`src/rtl/la_dmuxi4_pkg.sv`:
```
// Shared constants for the la_dmuxi4 receive-side deserializer:
// FSM state encoding and the number of lanes per frame.
package la_dmuxi4_pkg;

   typedef enum logic {
      SYNC    = 1'b0,
      COLLECT = 1'b1
   } state_t;

   localparam int LANES = 4;

endpackage

```
`src/rtl/la_dmux_lane.sv`:
```
// One shadow-register bit: captures d on a rising clock edge when en is high.
module la_dmux_lane (
   input  logic clk,
   input  logic reset,
   input  logic en,
   input  logic d,
   output logic q
);

   always_ff @(posedge clk or posedge reset) begin
      if (reset) begin
         q <= 1'b0;
      end else if (en) begin
         q <= d;
      end
   end

endmodule

```
`src/rtl/la_dmuxi4.sv`:
```
// 1-to-4 inverting demultiplexer/deserializer: gathers four lane bits in
// order and presents them as one registered frame behind a valid/ready handshake.
module la_dmuxi4
   import la_dmuxi4_pkg::*;
#(
   parameter     PROP   = "DEFAULT",
   parameter int INVERT = 1
) (
   input  logic clk,
   input  logic reset,
   input  logic zn,
   input  logic s0,
   input  logic s1,
   input  logic in_valid,
   output logic q0,
   output logic q1,
   output logic q2,
   output logic q3,
   output logic out_valid,
   input  logic out_ready,
   output logic err,
   output logic overflow
);

   state_t             state;
   state_t             state_next;
   logic [1:0]         exp;
   logic [1:0]         exp_next;
   logic [1:0]         sel;
   logic               bit_in;
   logic               complete;
   logic               err_next;
   logic [LANES-1:0]   cap_en;
   logic [LANES-1:0]   shadow;
   logic [LANES-1:0]   frame_next;
   logic [LANES-1:0]   q_reg;

   // PROP only steers technology mapping; the behaviour is identical for every value.
   if (PROP != "DEFAULT") begin : g_prop_mapped
   end

   assign sel    = {s1, s0};
   assign bit_in = (INVERT != 0) ? ~zn : zn;

   for (genvar i = 0; i < LANES; i++) begin : g_lane
      la_dmux_lane u_lane (
         .clk   (clk),
         .reset (reset),
         .en    (cap_en[i]),
         .d     (bit_in),
         .q     (shadow[i])
      );
   end

   // The frame as it will sit in the shadow register once this edge's capture lands.
   assign frame_next = (shadow & ~cap_en) | (cap_en & {LANES{bit_in}});

   always_comb begin
      state_next = state;
      exp_next   = exp;
      cap_en     = '0;
      complete   = 1'b0;
      err_next   = 1'b0;
      if (in_valid) begin
         unique case (state)
            SYNC: begin
               if (sel == 2'd0) begin
                  cap_en[0]  = 1'b1;
                  exp_next   = 2'd1;
                  state_next = COLLECT;
               end
            end
            COLLECT: begin
               if (sel == exp) begin
                  cap_en[sel] = 1'b1;
                  if (exp == 2'd3) begin
                     complete   = 1'b1;
                     exp_next   = 2'd0;
                     state_next = SYNC;
                  end else begin
                     exp_next = exp + 2'd1;
                  end
               end else begin
                  err_next = 1'b1;
                  if (sel == 2'd0) begin
                     cap_en[0] = 1'b1;
                     exp_next  = 2'd1;
                  end else begin
                     exp_next   = 2'd0;
                     state_next = SYNC;
                  end
               end
            end
            default: begin
            end
         endcase
      end
   end

   always_ff @(posedge clk or posedge reset) begin
      if (reset) begin
         state <= SYNC;
         exp   <= 2'd0;
      end else begin
         state <= state_next;
         exp   <= exp_next;
      end
   end

   // A completing frame wins over a plain handshake, so out_valid never dips.
   always_ff @(posedge clk or posedge reset) begin
      if (reset) begin
         q_reg     <= '0;
         out_valid <= 1'b0;
         err       <= 1'b0;
         overflow  <= 1'b0;
      end else begin
         err      <= err_next;
         overflow <= 1'b0;
         if (complete) begin
            if (!out_valid || out_ready) begin
               q_reg     <= frame_next;
               out_valid <= 1'b1;
            end else begin
               overflow <= 1'b1;
            end
         end else if (out_valid && out_ready) begin
            out_valid <= 1'b0;
         end
      end
   end

   assign q0 = q_reg[0];
   assign q1 = q_reg[1];
   assign q2 = q_reg[2];
   assign q3 = q_reg[3];

endmodule

```
`config.mk`:
```
export PLATFORM = sky130hd
export DESIGN_NAME = la_dmuxi4
export DESIGN_NICKNAME = d
export VERILOG_FILES = /design/src/rtl/la_dmuxi4_pkg.sv /design/src/rtl/la_dmux_lane.sv /design/src/rtl/la_dmuxi4.sv
export SDC_FILE = /design/constraint.sdc
export NUM_CORES = 1
export LEC_CHECK = 0
export CAP_MARGIN = 30
export CORE_MARGIN = 4
export CORE_UTILIZATION = 46
export DETAILED_ROUTE_END_ITERATION = 12
export PLACE_DENSITY = 0.67
export RECOVER_POWER = 25
export SETUP_SLACK_MARGIN = 0.15
export SLEW_MARGIN = 30
export SYNTH_ARGS = -nofsm -noshare
export SYNTH_HDL_FRONTEND = slang
export SYNTH_HIERARCHICAL = 1
export SYNTH_SLANG_ARGS = --single-unit
export TNS_END_PERCENT = 1
```
`constraint.sdc`:
```
create_clock -name clk -period 1.78 [get_ports clk]
set_input_delay 0.178 -clock clk [delete_from_list [all_inputs] [get_ports clk]]
set_output_delay 0.178 -clock clk [all_outputs]
set_load 0.005 [all_outputs]
```
==> impl_metrics.env, run 1 <==
export IMPL_status="finished clean"
export IMPL_antenna_found_initial=0
export IMPL_rsz0062_at_grt="yes"
export IMPL_worst_setup_path_end_kind="flip-flop"
export IMPL_grtUsageMet1=0.190
export IMPL_utilization=0.705
export IMPL_grt_pass1_wl_um=2590
export IMPL_nets=112
export IMPL_p_sw_frac=0.315
export IMPL_fillCellCount=124
export IMPL_max_cap_violations=0
export IMPL_viasPerCell=4.94
export IMPL_ant_nets=0
export IMPL_synthFlopType="dfrtp_1"
export IMPL_drt_iter0_markers=6
export IMPL_drc=0
export IMPL_synthCells=72
export IMPL_crit_slowest_cell="dfrtp_2"
export IMPL_power_density_nw_per_um2=897
export IMPL_die_y_um=50.1
export IMPL_power_frac_comb=0.393
export IMPL_coreArea_um2=1590
export IMPL_slew_headroom=0.723
export IMPL_ff2ff_setup_slack_ns=0.20
export IMPL_drive_gt1_frac=0.343
export IMPL_post_place_ws_ns=-0.114
export IMPL_slew_viol_final=0
export IMPL_fin_skew_ns=0.0142
export IMPL_grt_pass1_vias=582
export IMPL_htree_levels=1
export IMPL_worstSetupPathType="reg -> reg"
export IMPL_numCtsBuffers=3
export IMPL_cts_sinks=14
export IMPL_hp_class="in -> async"
export IMPL_dieArea_um2=2510
export IMPL_max_clock_path_buffers=2
export IMPL_synth_warnings=6
export IMPL_path_cells="nand3_2 -> nor4b_4 -> mux2_2 -> mux2_4"
export IMPL_tritoncts="built"
export IMPL_p_int_uw=690
export IMPL_clock_power_share=0.175
export IMPL_met2_usage=0.209
export IMPL_min_period_ns=1.58
export IMPL_wirelength_um=1640
export IMPL_synth_top_area_frac=0.430
export IMPL_setup_ws_ns=0.203
export IMPL_tightest_slew_ns=0.415
export IMPL_synth_edf_count=0
export IMPL_hold_viol=0
export IMPL_seqPwrFrac=0.432
export IMPL_die_w_um=50.1
export IMPL_avgSynthCellArea_um2=11.3
export IMPL_initial_core_util=0.511
export IMPL_power_switching_uw=317
export IMPL_grt_busiest_layer="met2"
export IMPL_ys_seq_elements=14
export IMPL_final_cell_count_no_fill=126
export IMPL_critical_path_required_ns=1.93
export IMPL_finalSetupViolations=0
export IMPL_place_hpwl_um=1250
export IMPL_p_leak_nw=0.541
export IMPL_syn_to_final_growth_pct=37.9
export IMPL_synth_top_cell_by_area="dfrtp_1"
export IMPL_first_pass_iters=4
export IMPL_worstPathArrival_ns=1.73
export IMPL_gp_congestion=0.803
export IMPL_wl_per_cell_um=13.0
export IMPL_synth_distinct_cells=29
export IMPL_clockRootBuffer="clkbuf_4"
export IMPL_min_period_over_period=0.886
export IMPL_cp_start_kind="flip-flop"
export IMPL_syn_area_um2=815
export IMPL_synth_common_cells="dfrtp_1, inv_1, mux2_4, nor2_1, mux2i_1"
export IMPL_rows=14
export IMPL_clkTransAtPathRegs_ns=0.09
export IMPL_synthArstFlopShare=1.00
export IMPL_irDropWorstVdd_mv=0.513
export IMPL_io_pins=14
export IMPL_grt_max_degree=11
export IMPL_use_met3=0.0482
export IMPL_r2r_worst_path_cells=4
export IMPL_placed_cells=122
export IMPL_crit_fanout=4
export IMPL_synth_area_top_cells="dfrtp_1, mux2_4, mux2i_1"
export IMPL_clock_latency_ns=0.28
export IMPL_vias=623
export IMPL_port_buffers=13
export IMPL_rr_startpoint="exp[1]"
export IMPL_synth_nets=80
export IMPL_slowest_delay_ns=0.44
export IMPL_gr_total_overflow=0
export IMPL_grt_usage=0.141
export IMPL_r2r_end="q_reg[2]"
export IMPL_antenna_cells=0
export IMPL_max_freq_ghz=0.634
export IMPL_synth_most_common_cell="dfrtp_1"
export IMPL_synth_seq_area_share=0.430
## worst max-delay path by stage
stage	startpoint	end	slack (ns)	depth (start not counted)
after global routing	exp[1]	q_reg[3]	0.16	5
final	exp[1]	q_reg[2]	0.20	4
after CTS	s0	q_reg[2]	0.18	5
after floorplan	exp[0]	q_reg[2]	0.17	4
after detailed placement	s0	q_reg[2]	-0.11	5
after global placement	s0	q_reg[3]	-0.09	5
## per-stage QoR
step / hold WS, ns / cell area, µm² / total power, mW / TNS, ns
after floorplan: -0.0933 / 815 / 0.641 / 0
after global placement: 0.426 / 1070 / 0.810 / -0.404
after detailed placement: 0.432 / 1070 / 0.814 / -0.476
after CTS: 0.133 / 1100 / 0.997 / 0
after global routing: 0.247 / 1120 / 1.08 / 0
final: 0.259 / 1120 / 1.01 / 0
## cell usage in the layout (no fill, tap or decap), types with 2 or more instances in the layout
| cell | instances |
|---|---|
| o21ai_0 | 2 |
| nor2_1 | 6 |
| inv_1 | 9 |
| mux2_4 | 6 |
| nand2_1 | 3 |
| clkdlybuf4s50_1 | 11 |
| dfrtp_1 | 12 |
| clkbuf_4 | 3 |
| o21ai_1 | 3 |
| nor4b_4 | 2 |
| and3_1 | 2 |
| dfrtp_2 | 2 |
| mux2i_1 | 5 |
| buf_4 | 16 |
| nand3_1 | 2 |
## critical path: cells and delay by family, from the launching register on
kind / cells / cell delay, ns
simple gates: 2 / 0.40
mux: 2 / 0.61
flops: 1 / 0.44
## kinds of logic after synthesis
logic type / Yosys count / synth area share
DFF: 14 / 0.430
buffers and inverters: 11 / 0.0568
muxes: 12 / 0.186
adders and majority gates: 1 / 0.0154
and+or+nand+nor: 23 / 0.190
AOI/OAI and AO/OA: 9 / 0.0676
xor gates and xnor gates: 2 / 0.0538
## layer usage
layer  routed length, µm  up-vias
met5                   0        -
met3                  54        0
li1                    -      314
met4                   0        0
met1                 848      298
met2                 732       11
## power groups by stage
stage | Sequential (mW) | Combinational [mW] | Clock, mW
global route | 0.444 | 0.431 | 0.201
finish | 0.435 | 0.396 | 0.177
floorplan | 0.427 | 0.213 | 0
detailed placement | 0.435 | 0.379 | 0
CTS | 0.429 | 0.383 | 0.185
global placement | 0.432 | 0.378 | 0
## layout make-up
class / instances / area [µm²] / share of cell area
tap: 24 / 30.0 / 0.0267
sequential: 14 / 353 / 0.314
clock buffer: 3 / 22.5 / 0.0200
multi-input combinational: 47 / 432 / 0.384
timing repair buffer: 29 / 253 / 0.225
inverter: 9 / 33.8 / 0.0301
## timing repair
item / 4_1_cts / 5_1_grt
setup endpoints to repair: 1 / 4
setup buffers: 0 / 1
gates resized for setup: 1 / 4
pin swaps: 0 / 2
hold buffers: 0 / 0
(Power assumes the default switching activity.)
==> run 2, diff against run 1 <==
==> constraint.sdc (replaced) <==
create_clock -name clk -period 1.7 [get_ports clk]
set_input_delay 0.17 -clock clk [delete_from_list [all_inputs] [get_ports clk]]
set_output_delay 0.17 -clock clk [all_outputs]
set_load 0.1 [all_outputs]
==> run 2 against run 1 <==
Via count is 0.80% lower; combinational power grew 40%; setup slack got worse by 0.059 ns; total power is 25% higher; flip-flop and latch count stayed put; sequential share of layout area up 0.30 points; clock power increased by 38%; clock skew fell by 0.013 ns; non-clock buffer count shrank 2; first-iteration DRC count is 50% higher; cell count shrank 0.79%; critical path type unchanged; highest routed layer is now met4.
==> impl_metrics.env, run 2 (synthesis gave the netlist of run 1 again) <==
export IMPL_hold_viol=0
export IMPL_grt_usage=0.144
export IMPL_wirelength_um=1540
export IMPL_io_pins=14
export IMPL_use_met3=0.0422
export IMPL_power_mw=1.26
export IMPL_final_common_cell="buf_4"
export IMPL_cts_sinks=14
export IMPL_vias=618
export IMPL_final_cell_count_no_fill=125
export IMPL_fillCellCount=119
export IMPL_p_int_uw=755
export IMPL_ant_nets=0
export IMPL_htree_levels=1
export IMPL_numCtsBuffers=3
export IMPL_grt_pass1_wl_um=2680
export IMPL_nets=110
export IMPL_die_w_um=50.1
export IMPL_met2_usage=0.198
export IMPL_layout_common_cells="buf_4, dfrtp_1, inv_1"
export IMPL_initial_core_util=0.511
export IMPL_viasPerCell=4.94
export IMPL_post_place_ws_ns=-0.170
export IMPL_worstSetupPathType="reg -> reg"
export IMPL_setup_ws_ns=0.145
export IMPL_clkTransAtPathRegs_ns=0.09
export IMPL_dpl_instance_area_um2=1070
export IMPL_die_y_um=50.1
export IMPL_grtUsageMet1=0.208
export IMPL_grt_max_degree=11
export IMPL_clockRootBuffer="clkbuf_4"
export IMPL_port_buffers=13
export IMPL_clock_power_share=0.194
export IMPL_tritoncts="built"
export IMPL_dieArea_um2=2510
export IMPL_gp_congestion=0.758
export IMPL_fin_skew_ns=0.000948
export IMPL_rsz0062_at_grt="yes"
export IMPL_rows=14
export IMPL_drive_gt1_frac=0.426
export IMPL_max_freq_ghz=0.643
export IMPL_place_hpwl_um=1230
export IMPL_irDropWorstVdd_mv=0.654
export IMPL_p_leak_nw=0.542
export IMPL_first_pass_iters=4
export IMPL_max_cap_violations=0
export IMPL_slew_viol_final=0
export IMPL_clock_latency_ns=0.28
export IMPL_slew_headroom=0.739
export IMPL_power_switching_uw=502
export IMPL_utilization=0.706
export IMPL_grt_busiest_layer="met1"
export IMPL_max_clock_path_buffers=2
export IMPL_critical_path_required_ns=1.87
export IMPL_wl_per_cell_um=12.3
export IMPL_grt_pass1_vias=585
export IMPL_p_sw_frac=0.399
export IMPL_gr_total_overflow=0
export IMPL_worst_setup_path_end_kind="flip-flop"
export IMPL_final_area_um2=1120
export IMPL_seqPwrFrac=0.365
export IMPL_status="finished clean"
export IMPL_hp_class="in -> async"
export IMPL_worstPathArrival_ns=1.73
export IMPL_finalSetupViolations=0
export IMPL_antenna_found_initial=0
export IMPL_tightest_slew_ns=0.391
export IMPL_coreArea_um2=1590
export IMPL_drc=0
export IMPL_cp_start_kind="flip-flop"
export IMPL_power_frac_comb=0.440
export IMPL_power_density_nw_per_um2=1120
export IMPL_min_period_ns=1.56
export IMPL_min_period_over_period=0.915
export IMPL_drt_iter0_markers=9
export IMPL_crit_fanout=3
export IMPL_syn_to_final_growth_pct=38.1
export IMPL_antenna_cells=0
export IMPL_placed_cells=120
==> run 2: worst paths after layout <==
check	from	endpoint	slack (ns)	cells past startpoint
setup / recovery	exp[1]	q_reg[2]	0.14	4
hold / removal	reset	g_lane[0].u_lane/q	0.24	2
setup reg to reg	exp[1]	q_reg[2]	0.14	4
hold reg to reg	g_lane[3].u_lane/q	g_lane[3].u_lane/q	0.51	1
max in group asynchronous	reset	out_valid	1.00	2
min in group clk	g_lane[3].u_lane/q	g_lane[3].u_lane/q	0.51	1
==> run 2: power by group through the flow <==
stage	Clock, mW	Combinational [mW]	Sequential (mW)
after CTS	0.245	0.557	0.459
after global routing	0.262	0.596	0.469
after detailed placement	0	0.541	0.462
after global placement	0	0.536	0.460
final	0.244	0.553	0.459
after floorplan	0	0.223	0.612
==> run 2: routing by layer <==
| metal | routed length (µm) | vias up |
|---|---|---|
| li1 | - | 307 |
| met1 | 783 | 298 |
| met2 | 675 | 11 |
| met3 | 72 | 2 |
| met4 | 10 | 0 |
| met5 | 0 | - |
==> run 2: layout make-up <==
class	count	area, µm²	share of cell area
clock buffer	4	36.3	0.0323
inverter	9	33.8	0.0300
multi-input combinational	47	439	0.390
sequential	14	357	0.317
tap	24	30.0	0.0267
timing repair buffer	27	229	0.204
==> run 2: metrics by stage <==
step                hold WS [ns]  setup TNS [ns]
floorplan                 -0.101               0
global placement           0.430          -0.637
detailed placement         0.419          -0.760
CTS                        0.117               0
global route               0.230               0
finish                     0.236               0
==> run 2: worst max-delay path, cell delays in order (launching register included) <==
cell and delay, ns:
dfrtp_2 0.43, nand3_2 0.12, nor4b_4 0.28, mux2_2 0.37, mux2_4 0.25
==> run 2: repair_timing <==
action                     4_1_cts  5_1_grt
setup buffers                    1        0
setup endpoints to repair        4        4
gates resized for setup          4        0
hold buffers                     0        0
pin swaps                        2        0
==> run 3, diff against run 2 <==
Settings changed: CORE_MARGIN 4 to 5, GPL_ROUTABILITY_DRIVEN from default to 1.
==> run 3 against run 2 <==
Total power grew 1.5%; highest routed layer unchanged; largest power group unchanged; critical endpoint is now q_reg[3]; fmax shrank 1.0%; first-iteration DRC count shrank 44%; routed wire length grew 6.2%; clock skew grew 0.0011 ns; sequential share of layout area shrank 0.72 points.
==> impl_metrics.env, run 3 (synthesis gave the netlist of run 1 again) <==
export IMPL_status="finished clean"
export IMPL_port_buffers=13
export IMPL_vias=613
export IMPL_irDropWorstVdd_mv=0.577
export IMPL_first_pass_iters=4
export IMPL_hold_viol=0
export IMPL_fin_skew_ns=0.00204
export IMPL_rows=15
export IMPL_grt_pass1_vias=677
export IMPL_ant_nets=0
export IMPL_wl_per_cell_um=12.8
export IMPL_critical_path_required_ns=1.88
export IMPL_wirelength_um=1640
export IMPL_cts_sinks=14
export IMPL_cp_startpoint="exp[0]"
export IMPL_die_w_um=52.1
export IMPL_clock_latency_ns=0.29
export IMPL_max_cap_violations=0
export IMPL_final_area_um2=1150
export IMPL_max_clock_path_buffers=2
export IMPL_min_period_over_period=0.925
export IMPL_dieArea_um2=2710
export IMPL_drc=0
export IMPL_grt_pass1_wl_um=3080
export IMPL_layout_common_cells="buf_4, dfrtp_1, inv_1"
export IMPL_numCtsBuffers=3
export IMPL_place_hpwl_um=1230
export IMPL_initial_core_util=0.477
export IMPL_die_y_um=52.1
export IMPL_p_leak_nw=0.549
export IMPL_slew_viol_final=0
export IMPL_clock_power_share=0.192
export IMPL_drive_gt1_frac=0.447
export IMPL_hold_buffers=0
export IMPL_max_freq_ghz=0.636
export IMPL_nets=112
export IMPL_dpl_instance_area_um2=1060
export IMPL_antenna_cells=0
export IMPL_grt_usage=0.158
export IMPL_hp_class="in -> async"
export IMPL_power_frac_comb=0.447
export IMPL_gp_congestion=0.798
export IMPL_cp_start_kind="flip-flop"
export IMPL_gr_total_overflow=0
export IMPL_worstSetupPathType="reg -> reg"
export IMPL_worst_setup_path_end_kind="flip-flop"
export IMPL_worstPathArrival_ns=1.75
export IMPL_rr_startpoint="exp[0]"
export IMPL_slew_headroom=0.742
export IMPL_rsz0062_at_grt="yes"
export IMPL_final_common_cell="buf_4"
export IMPL_crit_fanout=5
export IMPL_final_cell_count_no_fill=128
export IMPL_tightest_slew_ns=0.386
export IMPL_finalSetupViolations=0
export IMPL_power_switching_uw=512
export IMPL_syn_to_final_growth_pct=41.3
export IMPL_htree_levels=1
export IMPL_p_int_uw=764
export IMPL_drt_iter0_markers=5
export IMPL_placed_cells=120
export IMPL_p_sw_frac=0.401
export IMPL_clkTransAtPathRegs_ns=0.09
export IMPL_antenna_found_initial=0
export IMPL_grt_max_degree=11
export IMPL_tritoncts="built"
export IMPL_viasPerCell=4.79
export IMPL_clockRootBuffer="clkbuf_4"
export IMPL_min_period_ns=1.57
export IMPL_power_density_nw_per_um2=1110
export IMPL_seqPwrFrac=0.362
export IMPL_io_pins=14
export IMPL_coreArea_um2=1710
## run 3: cell count changes in the layout (fill, tap and decap cells not counted), sizes merged
cell	previous run	this run
buf	21	23
## run 3: what timing repair did
action,4_1_cts,5_1_grt
pin swaps,3,0
setup buffers,4,0
endpoints found under the setup margin,4,4
gates resized for setup,6,0
## run 3: power by group through the flow
stage | combinational [mW] | clock (mW) | sequential [mW]
after floorplan | 0.223 | 0 | 0.612
final | 0.570 | 0.245 | 0.461
after CTS | 0.571 | 0.251 | 0.460
after detailed placement | 0.523 | 0 | 0.462
after global routing | 0.615 | 0.272 | 0.472
after global placement | 0.520 | 0 | 0.457
## run 3: cell type report
cell class,count,area (µm²)
fill,138,557
multi-input combinational,47,449
sequential,14,357
timing repair buffer,29,244
clock buffer,4,36.3
inverter,9,33.8
tap,25,31.3
## run 3: metal layers
layer	part of all wire	track usage
met1	0.46	0.191
met2	0.46	0.255
met4	0.028	0.0786
met3	0.050	0.0401
met5	0	0
## run 3: path summary, 6_finish.rpt
path | slack [ns] | cells past startpoint | end
max | 0.13 | 4 | q_reg[3]
min | 0.23 | 2 | g_lane[2].u_lane/q
max reg2reg | 0.13 | 4 | q_reg[3]
min reg2reg | 0.51 | 1 | g_lane[0].u_lane/q
max in group asynchronous | 1.02 | 2 | out_valid
min in group clk | 0.51 | 1 | g_lane[0].u_lane/q
## run 3: worst max-delay path, cell delays in order (launching register included)
cell and delay, ns:
dfrtp_2 0.50, xnor2_4 0.17, nand2_2 0.09, nor4b_4 0.37, mux2_4 0.33
## run 3: per-stage QoR
stage	setup slack [ns]	utilization	power [mW]	TNS, ns	hold slack, ns
floorplan	0.0702	-	0.836	0	-0.101
global placement	-0.155	0.621	0.977	-0.682	0.429
detailed placement	-0.167	0.621	0.985	-0.744	0.426
CTS	0.146	0.674	1.28	0	0.107
global route	0.0630	0.674	1.36	0	0.226
finish	0.128	0.674	1.28	0	0.227
==> RTL change (settings of run 1) <==
Change the parameter `INVERT` from 1 to 0.
--- a/src/rtl/la_dmuxi4.sv
+++ b/src/rtl/la_dmuxi4.sv
@@ -5,5 +5,5 @@
 #(
    parameter     PROP   = "DEFAULT",
-   parameter int INVERT = 1
+   parameter int INVERT = 0
 ) (
    input  logic clk,
Check against the original RTL: not equivalent (Yosys sat finds a counterexample within 10 cycles, from zero or initial values and one cycle with reset high).
==> RTL change against run 1 <==
Worst setup slack improved by 0.0028 ns. Routed wire length decreased by 5.9%. Sequential cell count unchanged. Power increased by 28%. Critical path depth unchanged. Area after synthesis decreased by 5.4%. Design area decreased by 8.0%. Sequential power increased by 19%. Critical path type unchanged.
==> RTL change: results (changes against run 1) <==
Detail Route Antenna Nets 0 (unchanged); final setup skew 0.0106 ns (-0.00362 ns); IO Port Bufs 13 (unchanged); fin nets 101 (-9.8%); Syn Nets 76 (-5.0%); Synth area leaders dfrtp_1 (45%), mux2_2 (12%), mux2_4 (7.8%); proportion of layout cells with a drive suffix above 1 33.7% (-0.62 points); Worst Hold Class in -> async; Clock Pin Slew Worst Setup and Hold Paths 0.09 ns (about the same); Via Count 579 (-7.1%); post-synthesis mux area share 19.5% (+0.89 points); synth warn 6 (unchanged); asr flop ratio synth 100% (unchanged); Worst-Margin Slew 0.384 ns (-0.0309 ns); H-tree depth 1 (unchanged); Leak Pwr 0.466 nW (-14%); antenna cells 0 (unchanged); maximum net fanout on the critical path 4 (unchanged); ys flop type dfrtp_1; Synth Area in Compound Gates 7.79% (+1.0 points); Pre-Repair DR Iteration Count 4 (unchanged); GRT Overall Usage 13.5% (-0.51 points); Clock Latency Late Sink 0.28 ns (about the same); GP Congestion 0.792 (-1.4%); outcome completed; Arrival @ worst endpoint 1.74 ns; post-synthesis cell type count 27 (-6.9%); global-route wire length before repair 2.53 mm (-2.4%); root buffer cell clkbuf_4; initial DRC count 8 (+2); Routed wire per std cell 14.3 um (+9.7%); Post-Synth Adder-Cell Area 1.62% (+0.087 points); worst vdd ir 0.733 mV (+43%); vias in the first global route 565 (-2.9%); largest net degree at the start of global routing 11 (unchanged); synth cell count leaders dfrtp_1 (14), mux2_2 (8), inv_1 (6), nor2_1 (6), mux2_4 (4); xor/xnor share of the synthesized area 4.55% (-0.83 points); HPWL after DPL 1.17 mm (-6.0%); sequential element share of the synthesized area 45.5% (+2.4 points); Critical Path Start exp[1]
[RTL change: cell types whose count changed in the layout (fill, tap and decap cells not counted), sizes merged, moves of 2 or more]
cell    delta
and3       -2
inv        -2
mux2i      -5
nand4b     +2
o21ai      -4
nand2      -2
mux2       +5
xor2       +2
o311ai     +2
nand3      -2
nor3b      -2
buf        -7
[RTL change: logic make-up (layout without fill, tap and decap cells)]
group	after synthesis	after routing
muxes	12	12
xor gates and xnor gates	4	4
buffers and inverters	9	33
and+or+nand+nor	20	20
adders and majority gates	1	1
AOI/OAI and AO/OA	8	8
DFF	14	14
[RTL change: metrics by stage]
step,instances,hold slack (ns),setup TNS [ns],cell area (sq um),setup slack (ns)
6_report,108,0.249,0,1030,0.206
5_1_grt,108,0.255,0,1030,0.112
4_1_cts,106,0.130,0,1000,0.205
3_5_place_dp,102,0.449,-0.114,963,-0.0315
3_3_place_gp,102,0.423,-0.0478,963,-0.0135
2_1_floorplan,68,-0.0933,0,771,0.319
[RTL change: worst max-delay path: stages, from the launching register on]
cell,delay [ns]
dfrtp_1,0.46
ha_4,0.18
nand3_2,0.11
nor4_4,0.34
mux2_2,0.38
[RTL change: final cells by class]
cell class,count,area [sq um]
clock buffer,4,36.3
multi-input combinational,45,402
tap,16,20.0
fill,115,508
timing repair buffer,22,198
inverter,7,26.3
sequential,14,352
[RTL change: report_power, final]
group          internal, W  switching, W  total [W]
registers         0.000413      0.000106   0.000519
logic             0.000323      0.000221   0.000544
clock network     0.000125      0.000103   0.000228
[RTL change: what timing repair did]
action,CTS,global route
endpoints found under the setup margin,1,4
pin swaps,0,1
gates resized for setup,1,4
buffers inserted,0,2
[RTL change: path summary, 6_finish.rpt]
check | end | slack (ns) | cells after the start
setup / recovery | q_reg[2] | 0.21 | 4
setup reg to reg | q_reg[2] | 0.21 | 4
hold reg to reg | q_reg[0] | 0.52 | 1
min in group clk | q_reg[0] | 0.52 | 1
max in group asynchronous | exp[0] | 1.09 | 2
hold / removal | g_lane[3].u_lane/q | 0.25 | 2
[RTL change: per-layer routing]
metal | track usage [%] | vias up | routed length (um)
met5 | 0 | - | 0
met4 | 4.04 | 0 | 13
met3 | 5.20 | 2 | 75
met2 | 20.9 | 16 | 751
met1 | 17.4 | 275 | 698
li1 | - | 286 | -
